### src/rtl/adc_capture_ctrl.sv
`default_nettype none
// ============================================================================
// Module      : adc_capture_ctrl
// Description : Read-domain capture sequencer for the ADC CDC FIFO output.
//               Arms on command, waits for a software or rising level-crossing
//               trigger, then forwards a fixed window of cap_len ADC samples
//               to a ready/valid stream with the final beat marked. Samples
//               that find the output register occupied are dropped and
//               reported through a sticky overflow flag.
// Revision    : 1.0 - initial release
// ============================================================================
module adc_capture_ctrl #(
    parameter int DATA_W = 16,
    parameter int LEN_W  = 16
) (
    input  logic              rd_clk,
    input  logic              rd_rst_n,
    input  logic [DATA_W-1:0] s_data,
    input  logic              s_valid,
    input  logic              arm,
    input  logic              abort,
    input  logic              sw_trig,
    input  logic              trig_en,
    input  logic [DATA_W-1:0] trig_level,
    input  logic [LEN_W-1:0]  cap_len,
    output logic [DATA_W-1:0] m_data,
    output logic              m_valid,
    input  logic              m_ready,
    output logic              m_last,
    output logic              busy,
    output logic              done,
    output logic              overflow,
    output logic [1:0]        state
);

    localparam logic [LEN_W-1:0] c_len_one  = {{(LEN_W-1){1'b0}}, 1'b1};
    localparam logic [LEN_W-1:0] c_len_zero = '0;

    typedef enum logic [1:0] {
        ST_IDLE    = 2'd0,
        ST_ARMED   = 2'd1,
        ST_CAPTURE = 2'd2,
        ST_DONE    = 2'd3
    } state_t;

    state_t            r_state;
    state_t            w_state_next;

    logic [DATA_W-1:0] r_prev;
    logic              r_prev_valid;
    logic [LEN_W-1:0]  r_len;
    logic [LEN_W-1:0]  r_count;
    logic [DATA_W-1:0] r_m_data;
    logic              r_m_valid;
    logic              r_m_last;
    logic              r_overflow;

    logic              w_out_free;
    logic              w_level_trig;
    logic              w_trig;
    logic              w_is_last;
    logic              w_arm_accept;
    logic              w_sample;
    logic              w_load;
    logic              w_drop;

    // The output register can take a new sample when empty or being drained.
    assign w_out_free   = !r_m_valid || m_ready;

    // Rising crossing: previous sample strictly below, current at or above.
    assign w_level_trig = trig_en && s_valid && r_prev_valid &&
                          ($signed(r_prev) < $signed(trig_level)) &&
                          ($signed(s_data) >= $signed(trig_level));
    assign w_trig       = sw_trig || w_level_trig;

    // Counter starts at zero on every arm, so this also covers cap_len=1 in
    // the trigger cycle.
    assign w_is_last    = (r_count == (r_len - c_len_one));

    assign w_load       = w_sample && w_out_free;
    assign w_drop       = w_sample && !w_out_free;

    // State register.
    always_ff @(posedge rd_clk) begin
        if (!rd_rst_n) begin
            r_state <= ST_IDLE;
        end else begin
            r_state <= w_state_next;
        end
    end

    // Next-state decode plus arm acceptance and counted-sample strobes.
    always_comb begin
        w_state_next = r_state;
        w_arm_accept = 1'b0;
        w_sample     = 1'b0;
        if (abort) begin
            w_state_next = ST_IDLE;
        end else begin
            case (r_state)
                ST_IDLE: begin
                    if (arm && (cap_len != c_len_zero)) begin
                        w_arm_accept = 1'b1;
                        w_state_next = ST_ARMED;
                    end
                end
                ST_ARMED: begin
                    if (w_trig) begin
                        w_state_next = ST_CAPTURE;
                        w_sample     = s_valid;
                        if (s_valid && w_is_last) begin
                            w_state_next = ST_DONE;
                        end
                    end
                end
                ST_CAPTURE: begin
                    if (s_valid) begin
                        w_sample = 1'b1;
                        if (w_is_last) begin
                            w_state_next = ST_DONE;
                        end
                    end
                end
                ST_DONE: begin
                    // Re-arm only once the pending beat can no longer be lost.
                    if (arm && (cap_len != c_len_zero) && w_out_free) begin
                        w_arm_accept = 1'b1;
                        w_state_next = ST_ARMED;
                    end
                end
                default: begin
                    w_state_next = ST_IDLE;
                end
            endcase
        end
    end

    // Capture length, sample counter and previous-sample tracking.
    always_ff @(posedge rd_clk) begin
        if (!rd_rst_n) begin
            r_len        <= c_len_zero;
            r_count      <= c_len_zero;
            r_prev       <= '0;
            r_prev_valid <= 1'b0;
        end else if (abort) begin
            r_count      <= c_len_zero;
        end else begin
            if (w_arm_accept) begin
                r_len        <= cap_len;
                r_count      <= c_len_zero;
                r_prev_valid <= 1'b0;
            end
            if ((r_state == ST_ARMED) && s_valid) begin
                r_prev       <= s_data;
                r_prev_valid <= 1'b1;
            end
            if (w_sample) begin
                r_count <= w_is_last ? c_len_zero : (r_count + c_len_one);
            end
        end
    end

    // Sticky overflow: set on any dropped sample, cleared only by a new arm.
    always_ff @(posedge rd_clk) begin
        if (!rd_rst_n) begin
            r_overflow <= 1'b0;
        end else if (!abort) begin
            if (w_arm_accept) begin
                r_overflow <= 1'b0;
            end else if (w_drop) begin
                r_overflow <= 1'b1;
            end
        end
    end

    // Output register: load on a free slot, otherwise hold until accepted.
    always_ff @(posedge rd_clk) begin
        if (!rd_rst_n) begin
            r_m_data  <= '0;
            r_m_valid <= 1'b0;
            r_m_last  <= 1'b0;
        end else if (abort) begin
            r_m_valid <= 1'b0;
            r_m_last  <= 1'b0;
        end else if (w_load) begin
            r_m_data  <= s_data;
            r_m_valid <= 1'b1;
            r_m_last  <= w_is_last;
        end else if (m_ready) begin
            r_m_valid <= 1'b0;
            r_m_last  <= 1'b0;
        end
    end

    assign m_data   = r_m_data;
    assign m_valid  = r_m_valid;
    assign m_last   = r_m_last;
    assign overflow = r_overflow;
    assign busy     = (r_state == ST_ARMED) || (r_state == ST_CAPTURE);
    assign done     = (r_state == ST_DONE);
    assign state    = r_state;

endmodule
`default_nettype wire

### config.mk
export PLATFORM = sky130hd
export DESIGN_NAME = adc_capture_ctrl
export DESIGN_NICKNAME = d
export VERILOG_FILES = /design/src/rtl/adc_capture_ctrl.sv
export SDC_FILE = /design/constraint.sdc
export NUM_CORES = 1
export LEC_CHECK = 0
export CAP_MARGIN = 20
export CORE_UTILIZATION = 50
export CTS_BUF_LIST = sky130_fd_sc_hd__clkbuf_8
export CTS_CLUSTER_DIAMETER = 80
export DETAILED_ROUTE_END_ITERATION = 10
export PLACE_DENSITY = 0.84
export SLEW_MARGIN = 20
export SYNTH_ARGS = -nofsm -noshare
export SYNTH_HDL_FRONTEND = slang
export SYNTH_SLANG_ARGS = --single-unit
### constraint.sdc
create_clock -name rd_clk -period 4.7 [get_ports rd_clk]
set_clock_uncertainty 0.1 [all_clocks]
set_input_delay 1.175 -clock rd_clk [delete_from_list [all_inputs] [get_ports rd_clk]]
set_output_delay 1.175 -clock rd_clk [all_outputs]
set_load 0.01 [all_outputs]
==> flow_summary.yaml, run 1 <==
global_routing:
  use_met2: 0.426
  grt_max_degree: 67
  antenna_found_initial: 0
  grt-ovfl-total: 0
  grt_busiest_layer: "met2"
  met1_usage: 0.267
  grt_first_pass_wirelength_mm: 18.2
  grtUsageMet3: 0.0578
  grt_use_total: 0.233
  grt_pass1_vias: 4007
floorplan:
  rows: 34
  core-area_mm2: 0.00872
  fp.dieW_um: 96.9
  design.die.area_mm2: 0.00938
  start_util: 0.516
  die_h_um: 96.9
  io-pin-count: 79
placement:
  place_inst: 699
  hpwlAfterDp_mm: 8.28
  dpl-instance-area_mm2: 0.00536
  dp_slack_ns: 0.249
  io_buffers: 78
  gp_congestion: 0.908
yosys:
  async_flop_share: 0
  synth_edf_count: 0
  synthesis.area_mm2: 0.00450
  ys_seq_area_frac: 0.311
  synth_area_leaders: "dfxtp_1 31%, ha_1 10%, mux2i_1 9.6%"
  synthTopCellsByCount: "86 x nand2_1, 70 x dfxtp_1, 43 x mux2i_1, 37 x ha_1, 27 x inv_1"
  postSynthCellCount: 533
  synth_area_leader_cell: "dfxtp_1"
  syn-num-nets: 626
  ys_warn_count: 0
  synth-seq-cells: 70
  yosys_most_used_dff: "dfxtp_1"
  synth_area_per_cell_um2: 8.44
  post-synth-top-count-cell: "nand2_1"
  netlist.area_leader.share: 0.311
  ys_types: 61
setup_path:
  cp.required_ns: 4.86
  path_class: "in2reg"
  end_kind: "flip-flop"
  cp.arrival_ns: 4.28
  startpoint_type: "input port"
  crit_fanout: 16
final_layout:
  fin_cells: 715
  fin_nets: 695
  diodes: 0
  final_cell_area_mm2: 0.00555
  n_fill_cell: 740
  area_delta_synth_final_pct: 23.2
  drive_gt1_frac: 0.0610
  final-seq-area_mm2: 0.00140
  multi_input_area_mm2: 0.00289
clock_network:
  ctsResizeCount: 0
  cts_root_buffer: "clkbuf_8"
  numClockSinks: 70
  htree_levels: 3
  clk-insertion-delay-late_ns: 0.34
  cts_hold_buf: 0
  clockBufferDepth: 2
  path_clk_slew_ns: 0.07
  cts_inserted_buffers: 9
  cts_tree: "built"
  cts_setup_buffers: 0
timing:
  slew_violations: 0
  worstMarginPinSlew_ns: 0.831
  slew_headroom: 0.441
  hold_viol: 0
  rsz0062_at_grt: "false"
  period_needed_ns: 4.12
  setup_ws_ns: 0.581
  fmax_mhz: 243
  hold_ws_ns: 0.358
  finalSetupViolations: 0
  fin_crit_sh: 0.876
  setup_tns_ns: 0
pwr:
  ir_drop_uv: 157
  power_density_mw_per_mm2: 244
  p_leak_nw: 2.10
route:
  vias: 4092
  wl_per_cell_um: 15.0
  drt-initial-drc-count: 131
  first_pass_iters: 4
  drc_errors: 0
  via_per_inst: 5.72
  ant_nets: 0
  drt_wl_total_mm: 10.7
hold_path:
  holdCritPathClass: "reg2reg"
run_status:
  status: "finished, final reports clean"
run:
  maxCapViolCount: 0
[worst paths after layout]
path            startpoint           to  slack [ns]  cells after the start
max          trig_level[9]   m_data[12]        0.58                     12
min             m_data[13]   m_data[13]        0.36                      2
max reg2reg       r_len[0]  r_count[14]        1.50                     11
min reg2reg     m_data[13]   m_data[13]        0.36                      2
[metal layers]
metal  wire [µm]  share of wire  vias up
met2        5530           0.52      107
li1            -              -     2037
met3         519          0.048       16
met1        4510           0.42     1932
met4         172          0.016        0
met5           0              0        -
[metrics by stage]
stage	power, mW	util
finish	1.35	0.636
global route	1.42	0.636
CTS	1.36	0.636
detailed placement	0.901	0.615
global placement	0.891	0.615
floorplan	0.802	-
[sequential cells by signal (all words and copies together), names as in the netlist]
signal        flops
r_prev_valid      1
r_count          16
r_prev           16
m_data           16
r_len            16
m_last            1
overflow          1
state             2
m_valid           1
[logic make-up (layout without fill, tap and decap cells)]
| group | count (synthesis) | in the layout | share of synthesized area |
|---|---|---|---|
| xor gates and xnor gates | 20 | 20 | 0.0389 |
| adders and majority gates | 37 | 37 | 0.103 |
| AOI/OAI and AO/OA | 93 | 93 | 0.150 |
| and+or+nand+nor | 216 | 216 | 0.250 |
| buffers and inverters | 53 | 127 | 0.0484 |
| DFF | 70 | 70 | 0.311 |
| muxes | 44 | 44 | 0.0981 |
[cell usage in the layout (no fill, tap or decap), drive strengths merged, types with 11 or more instances in the layout]
cell,synthesis,routed
a21boi,17,17
a21oi,20,20
a31oi,12,12
clkdlybuf4s50,0,77
dfxtp,70,70
ha,37,37
inv,27,30
mux2i,43,43
nand2,86,86
nand3,24,24
nor2,21,21
nor2b,23,23
nor4,11,11
xnor2,12,12
[area by class of cell]
cell class                      instances  area share
Sequential cell                        70       0.253
Multi-Input combinational cell        410       0.522
Timing Repair Buffer                   84       0.150
Tap cell                              108      0.0244
Clock buffer                            9      0.0223
Inverter                               27      0.0183
Clock inverter                          7      0.0106
[report_power, final]
part           switching, mW  internal, mW  leakage, nW  total, mW
Sequential            0.0154         0.604        0.566      0.620
Clock                  0.223         0.238        0.103      0.461
Combinational          0.137         0.134         1.43      0.271
Total                  0.375         0.976         2.10       1.35
[critical path: stages]
cell             delay, ns
clkdlybuf4s50_1       0.45
inv_1                 0.06
ha_1                  0.31
nand4_1               0.12
or4_1                 0.50
o21a_1                0.18
and4_1                0.20
a211oi_2              0.32
a31oi_2               0.31
nor2_2                0.24
buf_12                0.19
mux2i_1               0.21
Power figures use the tool's default switching activity.
==> run 2, diff against run 1 <==
Settings changed: CORE_MARGIN set to 2, PLACE_DENSITY 0.84 to 0.87.
Clock period 4.7 ns to 3.4 ns, I/O delays scaled along.
==> run 2 against run 1 <==
Against the previous run: worst hold slack improved by 0.0021 ns; clock power up 69%; first-iteration DRC count grew 140%; non-clock buffer count increased by 48; die area grew 4.2%; critical path depth up 1; sequential power up 38%; final area is 13% higher; routed wire length grew 39%; sequential share of layout area decreased by 2.8 points; largest cell class unchanged; largest power group unchanged.
==> flow_summary.yaml, run 2 (synthesis results as in run 1) <==
run_status:
  status: "finished, final reports clean"
run:
  maxCapViolCount: 0
final_layout:
  fin_nets: 743
  mostFrequentLayoutCells: "85 x nand2_1, 70 x dfxtp_1, 50 x clkdlybuf4s50_1, 48 x buf_4, 40 x mux2i_1"
  diodes: 0
  area_delta_synth_final_pct: 38.7
  final_cell_area_mm2: 0.00624
  layout_commonest_cell: "nand2_1"
  multi_input_area_mm2: 0.00322
  final_util: 0.716
  drive_gt1_frac: 0.227
  final-seq-area_mm2: 0.00140
  n_fill_cell: 588
setup_path:
  crit_family: "simple AND/OR/NAND/NOR gates"
  end_kind: "flip-flop"
  cp.required_ns: 3.59
  crit_chain: "clkbuf_2, inv_2, buf_6, ha_4, nand4_1, nor2_2, a21oi_2, or3_4, a211oi_4, a31oi_4, nor2_4, buf_12, mux2i_4"
  cp.arrival_ns: 3.57
  crit_fanout: 8
  path_class: "in2reg"
  critical_path.slowest_cell: "a211oi_4"
  path_buf_inv: 4
  critPathMaxStageDelay_ns: 0.42
  startpoint_type: "input port"
timing:
  setup_ws_ns: 0.0208
  setup_tns_ns: 0
  period_needed_ns: 3.38
  slew_violations: 0
  finalSetupViolations: 0
  slew_headroom: 0.287
  fin_crit_sh: 0.994
  hold_viol: 0
  worstMarginPinSlew_ns: 1.06
  fmax_mhz: 296
clock_network:
  htree_levels: 3
  clk-insertion-delay-late_ns: 0.37
  path_clk_slew_ns: 0.08
  cts_hold_buf: 0
  cts_tree: "built"
  clockBufferDepth: 2
  numClockSinks: 70
  cts_root_buffer: "clkbuf_8"
  cts_inserted_buffers: 9
placement:
  hpwlAfterDp_mm: 9.42
  dp_slack_ns: -0.564
  gp_congestion: 0.880
  dpl-instance-area_mm2: 0.00570
  io_buffers: 78
hold_path:
  holdCritPathClass: "reg2reg"
global_routing:
  antenna_found_initial: 0
  grt_first_pass_wirelength_mm: 22.4
  grt-ovfl-total: 0
  grt_max_degree: 67
  grt_use_total: 0.286
  grt_pass1_vias: 4733
floorplan:
  design.die.area_mm2: 0.00978
  rows: 34
  core-area_mm2: 0.00872
  die_h_um: 98.9
  io-pin-count: 79
  start_util: 0.516
  fp.dieW_um: 98.9
route:
  drt-initial-drc-count: 316
  vias: 4688
  first_pass_iters: 5
  ant_nets: 0
  via_per_inst: 6.14
  drc_errors: 0
  wl_per_cell_um: 19.5
  drt_wl_total_mm: 14.9
pwr:
  p_leak_nw: 2.43
  power_density_mw_per_mm2: 338
  ir_drop_uv: 243
[run 2: path summary, 6_finish.rpt]
| path | startpoint | to | slack, ns | cells after the start |
|---|---|---|---|---|
| worst max-delay path | trig_level[14] | m_data[5] | 0.02 | 13 |
| worst min-delay path | m_data[9] | m_data[9] | 0.36 | 2 |
| worst max register to register | r_len[0] | state[0] | 0.19 | 10 |
| worst min register to register | m_data[9] | m_data[9] | 0.36 | 2 |
[run 2: area by class of cell]
class	count	share of cell area
clock inverters	7	0.0156
flip-flops and latches	70	0.224
multi-input cells	410	0.516
inverters	27	0.0162
clock buffers	9	0.0198
repair buffers	132	0.186
well taps	108	0.0216
[run 2: layer usage]
| layer | wire (µm) | track usage | vias to the layer above |
|---|---|---|---|
| met4 | 880 | 0.178 | 0 |
| met5 | 0 | 0.00513 | - |
| met2 | 7670 | 0.517 | 212 |
| met1 | 5390 | 0.291 | 2259 |
| met3 | 966 | 0.0766 | 81 |
| li1 | - | - | 2136 |
[run 2: worst register-to-register path, stage by stage, from the launching register on]
cell	delay, ns
dfxtp_1	0.43
inv_1	0.07
ha_1	0.26
nor3b_1	0.18
buf_4	0.19
nor4_1	0.24
a31oi_1	0.08
o31ai_1	0.87
a31oi_1	0.26
o21ai_0	0.27
o311a_1	0.20
[run 2: power breakdown]
part           switching (mW)  internal (mW)  leakage, nW
Combinational           0.244          0.231         1.76
Sequential             0.0225          0.835        0.566
Clock                   0.364          0.415        0.106
Total                   0.630           1.48         2.43
[run 2: stage by stage]
step | hold WS, ns | total power, mW | cells
floorplan | 0.344 | 1.11 | 533
global placement | 0.342 | 1.26 | 739
detailed placement | 0.350 | 1.29 | 739
CTS | 0.362 | 2.07 | 761
global route | 0.392 | 2.19 | 763
finish | 0.360 | 2.11 | 763
[run 2: timing repair]
action                                  4_1_cts  5_1_grt
setup buffers                                 6        2
endpoints found under the setup margin       37       35
pin swaps                                    19       23
cloned                                        0        1
hold endpoints to repair                      0        0
resized for setup                            50       67
